===== src/rtl/vend_controller_if.sv =====
// Vending controller bus: payment/selection/dispense inputs and the registered status outputs.
// master = machine front panel and dispenser, slave = vend_controller.
interface vend_controller_if;
   logic       coin;
   logic       refund;
   logic [1:0] sel_req;
   logic       disp_ack;
   logic [1:0] sel_gnt;
   logic       disp_req;
   logic       disp_slot;
   logic [2:0] credit;
   logic       coin_rej;
   logic       change_pulse;
   logic       fault;

   modport master (
      output coin, refund, sel_req, disp_ack,
      input  sel_gnt, disp_req, disp_slot, credit, coin_rej, change_pulse, fault
   );

   modport slave (
      input  coin, refund, sel_req, disp_ack,
      output sel_gnt, disp_req, disp_slot, credit, coin_rej, change_pulse, fault
   );
endinterface


===== src/rtl/vend_controller.sv =====
// Coin-credit vending FSM with a timed dispense handshake, refund/change and a sticky fault.
// Define VEND_ROUND_ROBIN_EN for round-robin slot arbitration; otherwise slot 0 has fixed priority.
module vend_controller #(
   parameter int unsigned PRICE   = 3,
   parameter int unsigned TIMEOUT = 12
) (
   input logic              clk,
   input logic              rst,
   vend_controller_if.slave bus
);
   localparam int unsigned CW = 3;
   localparam int unsigned TW = 4;
   localparam logic [CW-1:0] CMAX    = 3'd7;
   localparam logic [CW-1:0] PRICE_C = CW'(PRICE);
   localparam logic [TW-1:0] TLAST   = TW'(TIMEOUT - 1);

   typedef enum logic [2:0] {IDLE, GRANT, DISP, CHANGE, FAULT} state_t;

   state_t        state;
   logic [1:0]    rst_pipe;
   logic          rst_hold;
   logic [TW-1:0] tcnt;
   logic          drain;
   logic          gnt_slot;
   logic [CW-1:0] credit_inc;
   logic [CW:0]   restore_sum;

   // Release of rst is re-timed: the FSM stays frozen at reset values until the pipe drains.
   always_ff @(posedge clk or posedge rst) begin
      if (rst) rst_pipe <= 2'b11;
      else     rst_pipe <= {rst_pipe[0], 1'b0};
   end
   assign rst_hold = rst_pipe[1];

`ifdef VEND_ROUND_ROBIN_EN
   logic rr_ptr;  // slot preferred on the next contention

   always_comb begin
      gnt_slot = !bus.sel_req[0];
      if (bus.sel_req == 2'b11) gnt_slot = rr_ptr;
   end
`else
   always_comb begin
      gnt_slot = !bus.sel_req[0];
   end
`endif

   assign credit_inc  = bus.credit + CW'(bus.coin && (bus.credit != CMAX));
   assign restore_sum = {1'b0, bus.credit} + (CW+1)'(PRICE);

   always_ff @(posedge clk or posedge rst) begin
      if (rst) begin
         state            <= IDLE;
         bus.credit       <= '0;
         bus.sel_gnt      <= '0;
         bus.disp_req     <= 1'b0;
         bus.disp_slot    <= 1'b0;
         bus.coin_rej     <= 1'b0;
         bus.change_pulse <= 1'b0;
         bus.fault        <= 1'b0;
         tcnt             <= '0;
         drain            <= 1'b0;
`ifdef VEND_ROUND_ROBIN_EN
         rr_ptr           <= 1'b0;
`endif
      end else if (!rst_hold) begin
         bus.sel_gnt      <= '0;
         bus.coin_rej     <= bus.coin;
         bus.change_pulse <= 1'b0;
         case (state)
            IDLE: begin
               if (bus.refund && (bus.credit != '0)) begin
                  state <= CHANGE;
               end else begin
                  bus.coin_rej <= bus.coin && (bus.credit == CMAX);
                  if ((bus.sel_req != '0) && (bus.credit >= PRICE_C)) begin
                     state         <= GRANT;
                     bus.sel_gnt   <= gnt_slot ? 2'b10 : 2'b01;
                     bus.disp_slot <= gnt_slot;
                     bus.credit    <= credit_inc - PRICE_C;
`ifdef VEND_ROUND_ROBIN_EN
                     rr_ptr        <= !gnt_slot;
`endif
                  end else begin
                     bus.credit <= credit_inc;
                  end
               end
            end
            GRANT: begin
               state        <= DISP;
               bus.disp_req <= 1'b1;
               tcnt         <= '0;
            end
            DISP: begin
               // An ack on the final timeout cycle still counts as a delivery.
               if (bus.disp_ack) begin
                  bus.disp_req <= 1'b0;
                  state        <= (bus.credit != '0) ? CHANGE : IDLE;
               end else if (tcnt == TLAST) begin
                  bus.disp_req <= 1'b0;
                  bus.fault    <= 1'b1;
                  state        <= FAULT;
                  bus.credit   <= restore_sum[CW] ? CMAX : restore_sum[CW-1:0];
               end else begin
                  tcnt <= tcnt + TW'(1);
               end
            end
            CHANGE: begin
               if (bus.credit != '0) begin
                  bus.change_pulse <= 1'b1;
                  bus.credit       <= bus.credit - CW'(1);
               end else begin
                  state <= IDLE;
               end
            end
            FAULT: begin
               // Terminal until rst; refund still pays out the restored credit.
               if (drain) begin
                  if (bus.credit != '0) begin
                     bus.change_pulse <= 1'b1;
                     bus.credit       <= bus.credit - CW'(1);
                  end else begin
                     drain <= 1'b0;
                  end
               end else if (bus.refund && (bus.credit != '0)) begin
                  drain <= 1'b1;
               end
            end
            default: state <= IDLE;
         endcase
      end
   end
endmodule

===== src/flat_wrapper.sv =====
// flat-port wrapper written by rule: the top's interface ports become plain ports
module vend_controller_flat 
#(
   parameter int unsigned PRICE   = 3,
   parameter int unsigned TIMEOUT = 12
)
  (clk, rst, bus_coin, bus_refund, bus_sel_req, bus_disp_ack, bus_sel_gnt, bus_disp_req, bus_disp_slot, bus_credit, bus_coin_rej, bus_change_pulse, bus_fault);
  vend_controller_if bus_i ();
  input logic clk;
  input logic rst;
  input wire logic [$bits(bus_i.coin)-1:0] bus_coin;
  input wire logic [$bits(bus_i.refund)-1:0] bus_refund;
  input wire logic [$bits(bus_i.sel_req)-1:0] bus_sel_req;
  input wire logic [$bits(bus_i.disp_ack)-1:0] bus_disp_ack;
  output wire logic [$bits(bus_i.sel_gnt)-1:0] bus_sel_gnt;
  output wire logic [$bits(bus_i.disp_req)-1:0] bus_disp_req;
  output wire logic [$bits(bus_i.disp_slot)-1:0] bus_disp_slot;
  output wire logic [$bits(bus_i.credit)-1:0] bus_credit;
  output wire logic [$bits(bus_i.coin_rej)-1:0] bus_coin_rej;
  output wire logic [$bits(bus_i.change_pulse)-1:0] bus_change_pulse;
  output wire logic [$bits(bus_i.fault)-1:0] bus_fault;
  assign bus_i.coin = bus_coin;
  assign bus_i.refund = bus_refund;
  assign bus_i.sel_req = bus_sel_req;
  assign bus_i.disp_ack = bus_disp_ack;
  assign bus_sel_gnt = bus_i.sel_gnt;
  assign bus_disp_req = bus_i.disp_req;
  assign bus_disp_slot = bus_i.disp_slot;
  assign bus_credit = bus_i.credit;
  assign bus_coin_rej = bus_i.coin_rej;
  assign bus_change_pulse = bus_i.change_pulse;
  assign bus_fault = bus_i.fault;
  vend_controller #(.PRICE(PRICE), .TIMEOUT(TIMEOUT)) u_core (.clk(clk), .rst(rst), .bus(bus_i));
endmodule

===== config.mk =====
export PLATFORM = sky130hd
export DESIGN_NAME = vend_controller_flat
export DESIGN_NICKNAME = d
export VERILOG_FILES = /design/src/rtl/vend_controller_if.sv /design/src/rtl/vend_controller.sv /design/src/flat_wrapper.sv
export SDC_FILE = /design/constraint.sdc
export NUM_CORES = 1
export LEC_CHECK = 0
export BUFFER_PORTS_ARGS = -buffer_cell sky130_fd_sc_hd__buf_2
export CORE_MARGIN = 2
export CORE_UTILIZATION = 30
export CTS_CLUSTER_SIZE = 24
export DETAILED_ROUTE_END_ITERATION = 6
export PLACE_DENSITY = 0.55
export SKIP_CTS_REPAIR_TIMING = 1
export SYNTH_ARGS = -nofsm -noshare
export SYNTH_HDL_FRONTEND = slang
export SYNTH_SLANG_ARGS = --single-unit

===== constraint.sdc =====
create_clock -name clk -period 2.3 [get_ports clk]
set_clock_uncertainty 0.2 [all_clocks]
set_input_delay 0.23 -clock clk [delete_from_list [all_inputs] [get_ports clk]]
set_output_delay 0.23 -clock clk [all_outputs]
set_load 0.02 [all_outputs]

# After elaboration in Yosys (flattened, before gate mapping)
# Index checks and enable logic that the tools add are counted.
classes:
  add_sub_neg: 5
  n_mul: 0
  n_div: 0
  magnitude_cmp: 1
  eq_ne: 15
  shift: 0
  mux: 32
  bitwise_logic: 4
  n_reduce_logical: 17
ops:
  columns: ["cell", "count"]
  rows:
  - ["$mux W3", 12]
  - ["$pmux W3 S5", 1]
  - ["$pmux W3 S4", 1]
  - ["$reduce_and A4 Y1", 3]
  - ["$mux W2", 5]
  - ["$mux W1", 8]
  - ["$mux W4", 2]
  - ["$ne A2 B2 Y1 const B", 4]
  - ["$pmux W4 S2", 1]
  - ["$eq A3 B2 Y1 const B", 2]
  - ["$eq A3 B3 Y1 const B", 2]
  - ["$reduce_and A6 Y1", 1]
  - ["$reduce_and A5 Y1", 1]
  - ["$add A3 B2 Y4 const B", 1]
  - ["$add A4 B1 Y4 const B", 1]
  - ["$eq A4 B4 Y1 const B", 1]
  - ["$logic_and A1 B1 Y1", 4]
  - ["$ne A2 B1 Y1 const B", 2]
  - ["$not A1 Y1", 4]
  - ["$pmux W1 S2", 2]
  - ["$reduce_bool A2 Y1", 2]
  - ["$reduce_bool A4 Y1", 1]
  - ["$add A3 B1 Y3", 1]
  - ["$eq A3 B1 Y1 const B", 1]
  - ["11 further kinds", 11]
totals:
  ff_bits: 20
  latch_bits: 0
  ram_bits: 0
  rom_bits: 0
  input_bits: 7
  out_inout_bits: 10
  wordCells: 85
  n_memories: 0

# Logic depth before layout (Yosys ltp)
# Gate-level depths: netlist (run 1).
logic_depth:
  depth_word: 7
  depth_mapped: 9
  depth_no_buf: 9

# Worst setup path after synthesis (run 1)
# No wires, ideal clock.
synth_path:
  kind: "flip-flop to flip-flop"
  from: "register u_core.bus.credit[0]"
  to: "register u_core.bus.credit[1]"
  setup_time_ps: 66
  arrival_ps: 2361
  required_time_ps: 2034
  path_slack_ps: -327
  stages_incl_launch_ff: 10
  n_path_buf: 0
  period_less_slack_ps: 2627
  cell_sequence: "dfrtp_1 -> ha_1 -> and2_1 -> nor2b_1 -> ha_1 -> ha_1 -> ha_1 -> or3b_2 -> a31oi_1 -> mux2_2"
synth_between:
  elab_chain_len: 7
  word_cells_on_any_way: 20
  cone_classes: "4 x add/sub; 1 x order compare; 2 x eq/ne; 8 x mux; 5 x reduce/logical"
synth_rtl:
  columns: ["item", "line_no", "rtl"]
  rows:
  - ["start: declaration", "vend_controller_if.sv:23", "output sel_gnt, disp_req, disp_slot, credit, coin_rej, change_pulse, fault"]
  - ["start signal: assignment", "vend_controller.sv:80", "bus.credit <= credit_inc - PRICE_C;"]
  - ["start signal: assignment", "vend_controller.sv:85", "bus.credit <= credit_inc;"]
  - ["start signal: assignment", "vend_controller.sv:103", "bus.credit <= restore_sum[CW] ? CMAX : restore_sum[CW-1:0];"]
  - ["$ne A3 B3 Y1", "vend_controller.sv:48", "assign credit_inc = bus.credit + CW'(bus.coin && (bus.credit != CMAX));"]
  - ["$logic_and A1 B1 Y1", "vend_controller.sv:48", null]
  - ["$add A3 B1 Y3", "vend_controller.sv:48", null]
  - ["$sub A3 B2 Y3", "vend_controller.sv:80", null]
  - ["$mux W3", "vend_controller.sv:76", "if ((bus.sel_req != '0) && (bus.credit >= PRICE_C)) begin"]
  - ["$mux W3", "vend_controller.sv:72", "if (bus.refund && (bus.credit != '0)) begin"]
  - ["$pmux W3 S4", "vend_controller.sv:70", "case (state)"]
# Several ways; a longest one is shown, not always the timed one. The select of a mux whose other input is x is not followed.
# A chain may end at the register's enable or synchronous reset.

# Worst setup path in the final report (run 1)
# Ends and elaborated chain as after synthesis.

==> results of run 1 <==
routing by layer:
metal	vias to the layer above	routed length, µm	global-route usage, %
met3	4	108	2.991
li1	558	-	-
met1	552	1427	17.10
met4	0	27	1.887
met2	21	1411	21.38
met5	-	0	0
layout make-up:
cell class | instances | area, µm² | area share, %
multi-input combinational | 101 | 840.8 | 50.99
clock buffer | 4 | 45.04 | 2.731
sequential | 20 | 506.7 | 30.73
timing repair buffer | 26 | 157.7 | 9.560
inverter | 9 | 33.78 | 2.049
tap | 52 | 65.06 | 3.945
worst max-delay path, delay by kind of cell, from the launching register on:
| family | cells | cell delay [ns] |
|---|---|---|
| adders and majority gates | 4 | 0.77 |
| DFF | 1 | 0.43 |
| AOI/OAI and AO/OA | 1 | 0.16 |
| and+or+nand+nor | 3 | 0.61 |
| muxes | 1 | 0.16 |
flip-flops by register name (all words and copies together), names as in the netlist:
| name | flops |
|---|---|
| u_core.bus.fault | 1 |
| u_core.bus.coin_rej | 1 |
| u_core.bus.sel_gnt | 2 |
| u_core.bus.disp_slot | 1 |
| u_core.rst_pipe | 2 |
| u_core.state | 3 |
| u_core.bus.disp_req | 1 |
| u_core.tcnt | 4 |
| u_core.bus.credit | 3 |
| u_core.bus.change_pulse | 1 |
| u_core.drain | 1 |
cells in the mapped netlist (2+ instances only):
master / n
dfrtp_1: 18
nor2b_1: 5
ha_1: 7
inv_2: 2
or3_1: 4
nand2b_1: 3
dfstp_2: 2
a221oi_1: 2
buf_2: 3
nand3_1: 2
nand2_1: 4
o31ai_1: 2
nor3b_2: 2
inv_1: 7
a21oi_1: 4
mux2_1: 2
clkbuf_1: 2
nor3_1: 5
and2_1: 3
xnor2_1: 2
o21ai_0: 9
nor2_1: 4
a31oi_1: 4
mux2_2: 3
or3b_1: 2
a22o_1: 5
logic make-up after synthesis:
family	Yosys count
other	1
flip-flops	20
XOR/XNOR	2
buffers and inverters	15
AO/OA/AOI/OAI	40
adder cells (fa/ha/maj)	7
AND/OR/NAND/NOR	46
multiplexers	5
final timing paths:
| path | start | endpoint |
|---|---|---|
| setup / recovery | u_core.bus.credit[0] | u_core.bus.credit[1] |
| hold / removal | bus_sel_req[0] | u_core.bus.sel_gnt[0] |
| setup reg to reg | u_core.bus.credit[0] | u_core.bus.credit[1] |
| hold reg to reg | u_core.rst_pipe[0] | u_core.rst_pipe[1] |
| max in group asynchronous | rst | u_core.bus.credit[2] |
| min in group asynchronous | rst | u_core.bus.change_pulse |
power by group through the flow:
stage	registers [mW]	clock network, mW	logic (mW)
2_1_floorplan	0.623	0	0.836
5_1_grt	0.591	0.264	1.44
6_report	0.571	0.241	1.28
3_3_place_gp	0.571	0	1.19
4_1_cts	0.571	0.250	1.23
3_5_place_dp	0.579	0	1.22
per-stage QoR:
| stage | total power, mW | hold WS (ns) | std cells | instance area, µm² | util, % |
|---|---|---|---|---|---|
| 6_report | 2.089 | 0.007999 | 212 | 1649 | 38.14 |
| 5_1_grt | 2.294 | 0.02359 | 212 | 1649 | 38.14 |
| 3_5_place_dp | 1.801 | 0.1489 | 207 | 1565 | 36.20 |
| 2_1_floorplan | 1.459 | -0.007862 | 136 | 1383 | - |
| 4_1_cts | 2.053 | -0.07896 | 211 | 1610 | 37.24 |
| 3_3_place_gp | 1.762 | 0.1453 | 207 | 1565 | 36.20 |
==> flow_summary.yaml, run 1 <==
critical_path:
  cp_max_fo: 2
  cp_common_cell: "ha_4"
  crit_slowest_cell: "dfrtp_2"
  crit_arrival_ns: 2.39
  worst-r2r-cell-count: 9
  cp_slowest_stage_delay_ns: 0.43
  cp.required_ns: 2.30
  cp-start-kind: "flop"
  cp_cell_sequence: "ha_4 -> and2_4 -> nor2b_4 -> ha_4 -> ha_4 -> ha_4 -> or3b_4 -> a31oi_1 -> mux2_4"
  path_class: "flop to flop"
  worst_setup_path_end_kind: "flop"
  regToRegSetupSlack_ns: -0.09
pwr:
  leakage_nw: 0.7253
  p_int_mw: 1.218
  vdd_ir_drop_max_v: 0.0004505
  p_comb_share_pct: 61.1
  power_switching_uw: 870.8
  p_clk_share_pct: 11.5
  p_per_area_nw_per_um2: 1267
  swShare_pct: 41.68
  seqPwrFrac_pct: 27.3
yosys:
  synthSimpleGateAreaFrac_pct: 22.86
  synth_top_family_by_area: "simple AND/OR/NAND/NOR gates"
  async_flop_share_pct: 100.0
  syn_nets: 150
  ys_ff_latch: 20
  ys.flop_type: "dfrtp_1"
  syn_avg_cell_area_um2: 9.780
  ys_seq_area_share_pct: 37.82
  synth-xor-area-share_pct: 1.317
  syn_area_um2: 1330
  yosysWarnings: 0
  synth_fa_ha_area_share_pct: 6.585
  synth_area_leader_cell: "dfrtp_1"
  netlist_instances: 136
  synthMuxAreaShare_pct: 4.233
  synth_compound_area_share_pct: 22.11
  ys_top_cells_by_area: "dfrtp_1 34%, ha_1 6.6%, dfstp_2 4.0%"
  yosys.cell_types.count: 54
  synth_edf_count: 0
  synth_top_area_share_pct: 33.87
floorplan:
  die_h_um: 70.59
  die_width_um: 70.59
  initial_core_util_pct: 30.76
  num_rows: 24
  io_pins: 17
  coreArea_um2: 4324
  dieArea_um2: 4982
layout:
  drive_gt1_share_pct: 34.38
  layout_commonest_cell: "buf_2"
  antenna_cells: 0
  n_fill_cell: 460
  final_nets: 175
  final_cell_mix: "16 x buf_2, 15 x dfrtp_1, 9 x o21ai_0, 9 x buf_4, 7 x inv_1"
  area_growth_pct: 23.99
clock_tree:
  htree_num_levels: 1
  path_clk_slew_ns: 0.08
  cts_tree: "done"
  insertion_delay_ns: 0.26
  clk_path_buf_depth: 2
  clockRootBuffer: "clkbuf_8"
  numCtsBuffers: 3
  cts_sinks: 20
global_route:
  grt_max_degree: 21
  overflow: 0
  antenna_found_initial: 0
  grt_usage_pct: 12.68
  grt_pass1_vias: 1147
  grt_pass1_wl_um: 5188
placed_design:
  portBuffers: 16
  dpl_worst_slack_ns: -0.1600
  hpwl_um: 2269
  place_congestion: 0.8166
route:
  firstDrtPassIters: 4
  drc_errors: 0
  detail_route.vias_per_cell: 5.354
  wire_per_inst_um: 14.03
  routed_wl_um: 2975
  ant_nets: 0
  drt-initial-drc-count: 53
  vias: 1135
sta:
  finalMaxSlewViolations: 0
  worst_pin_slew_ns: 0.7829
  hold_viol: 0
  finalCritPeriodShare_pct: 103.9
  maxSlewHeadroom_pct: 47.75
  fmax_mhz: 418.3
  fin_setup_tns_ns: -0.09067
  setup_violations: 1
  rsz0062_at_grt: "true"
  setup_ws_ns: -0.09067
  period_needed_ns: 2.391
run:
  drv_cap: 0
outcome:
  violations: "negative setup slack"
  outcome: "finished, violations left"
hold_path:
  hold_class: "primary input to flop"
  hold_depth: 2
Power figures use the tool's default switching activity.
==> run 2, diff against run 1 <==
GPL_TIMING_DRIVEN = 0   (was not set)
==> run 2 against run 1 <==
  * Cell count is 1.4% higher
  * Power is 3.9% higher
  * Global-route usage is 0.086 points higher
  * The run still ends with negative setup slack left
  * Worst setup slack worse by 0.088 ns
  * Critical path depth stayed put
  * Highest routed layer unchanged
==> flow_summary.yaml, run 2 (synthesis results as in run 1) <==
critical_path:
  reg2reg_from: "u_core.bus.credit[1]"
  path_class: "flop to flop"
  timing.rr.end: "u_core.bus.credit[1]"
  cp-start-kind: "flop"
  crit_arrival_ns: 2.48
  worst_setup_path_end_kind: "flop"
  regToRegSetupSlack_ns: -0.18
  worst-r2r-cell-count: 9
  cp_max_fo: 4
  cp.required_ns: 2.30
global_route:
  grt_pass1_wl_um: 5175
  overflow: 0
  antenna_found_initial: 0
  grt_max_degree: 21
  grt_pass1_vias: 1142
  grt_usage_pct: 12.77
pwr:
  vdd_ir_drop_max_v: 0.0004549
  p_clk_share_pct: 16.4
  p_int_mw: 1.296
  leakage_nw: 0.7309
  swShare_pct: 40.30
  seqPwrFrac_pct: 24.4
  power_switching_uw: 874.6
  p_comb_share_pct: 59.2
  p_per_area_nw_per_um2: 1310
hold_path:
  hold_depth: 2
  min_from: "bus_sel_req[0]"
  min_to: "u_core.bus.sel_gnt[0]"
  hold_class: "primary input to flop"
route:
  wire_per_inst_um: 14.24
  routed_wl_um: 3061
  drt-initial-drc-count: 92
  drc_errors: 0
  firstDrtPassIters: 4
  vias: 1159
  detail_route.vias_per_cell: 5.391
  ant_nets: 0
outcome:
  outcome: "finished, violations left"
  violations: "negative setup slack"
floorplan:
  initial_core_util_pct: 30.76
  dieArea_um2: 4982
  die_width_um: 70.59
  die_h_um: 70.59
  num_rows: 24
  io_pins: 17
  coreArea_um2: 4324
sta:
  period_needed_ns: 2.478
  worst_pin_slew_ns: 0.7627
  setup_violations: 5
  fmax_mhz: 403.5
  finalMaxSlewViolations: 0
  finalCritPeriodShare_pct: 107.7
  maxSlewHeadroom_pct: 49.10
  fin_setup_tns_ns: -0.3494
  hold_viol: 0
  hold_ws_ns: 0.02283
  setup_ws_ns: -0.1782
  rsz0062_at_grt: "true"
clock_tree:
  cts_tree: "done"
  cts_sinks: 20
  numCtsBuffers: 3
  htree_num_levels: 1
  path_clk_slew_ns: 0.07
  clockRootBuffer: "clkbuf_8"
  clk_path_buf_depth: 2
  insertion_delay_ns: 0.27
layout:
  seqCellArea_um2: 506.7
  final_cell_mix: "19 x buf_2, 15 x dfrtp_1, 9 x o21ai_0, 7 x inv_1, 7 x buf_4"
  design_area_um2: 1657
  final_nets: 178
  largestRegisters: "u_core.tcnt (4), u_core.bus.credit (3), u_core.state (3)"
  antenna_cells: 0
  regMostFlops: "u_core.tcnt"
  layout_commonest_cell: "buf_2"
  multi_input_area_um2: 814.5
  largest_reg_flops: 4
  drive_gt1_share_pct: 33.13
  n_fill_cell: 457
  area_growth_pct: 24.55
placed_design:
  portBuffers: 16
  hpwl_um: 2279
  postPlaceCellArea_um2: 1528
  place_congestion: 0.8743
run:
  drv_cap: 0
## run 2: how the worst max path moves through the flow
stage                          from                   end  depth (start not counted)
2_1_floorplan  u_core.bus.credit[1]  u_core.bus.credit[1]                          9
3_3_place_gp   u_core.bus.credit[1]  u_core.bus.credit[1]                          9
3_5_place_dp   u_core.bus.credit[1]  u_core.bus.credit[1]                          9
4_1_cts        u_core.bus.credit[1]  u_core.bus.credit[1]                          9
5_1_grt        u_core.bus.credit[1]  u_core.bus.credit[1]                          9
6_report       u_core.bus.credit[1]  u_core.bus.credit[1]                          9
## run 2: cell type report
| cell class | count | area share, % |
|---|---|---|
| multi-input combinational | 101 | 49.17 |
| sequential | 20 | 30.59 |
| timing repair buffer | 23 | 8.157 |
| tap | 52 | 3.927 |
| clock buffer | 3 | 2.492 |
| inverter | 9 | 2.039 |
| clock inverter | 1 | 1.813 |
| buffer | 6 | 1.813 |
## run 2: routing by layer
metal,vias to the layer above,track usage (%),share of wire [%]
li1,567,-,-
met1,566,16.46,47
met2,21,21.80,49
met3,5,2.991,3.1
met4,0,3.145,1.1
met5,-,0,0
## run 2: critical path, stage by stage (launching register included)
cell,delay (ns)
dfrtp_2,0.44
ha_4,0.17
and2_4,0.15
nor2b_2,0.10
ha_2,0.19
ha_4,0.20
ha_4,0.25
or3b_4,0.36
a31oi_1,0.19
mux2_4,0.17
## run 2: stage by stage
stage | util [%] | power (mW) | worst slack, ns | instances
finish | 38.31 | 2.170 | -0.1782 | 215
global route | 38.31 | 2.349 | -0.2418 | 215
CTS | 36.98 | 2.102 | -0.2858 | 208
detailed placement | 35.33 | 1.732 | -0.2595 | 204
global placement | 35.33 | 1.688 | -0.2248 | 204
floorplan | - | 1.459 | -0.1827 | 136
## run 2: power by group through the flow
stage	combinational (mW)	sequential [mW]	clock [mW]
after floorplan	0.836	0.623	0
after global routing	1.42	0.545	0.386
after detailed placement	1.17	0.561	0
after CTS	1.18	0.554	0.366
after global placement	1.13	0.556	0
final	1.28	0.530	0.356
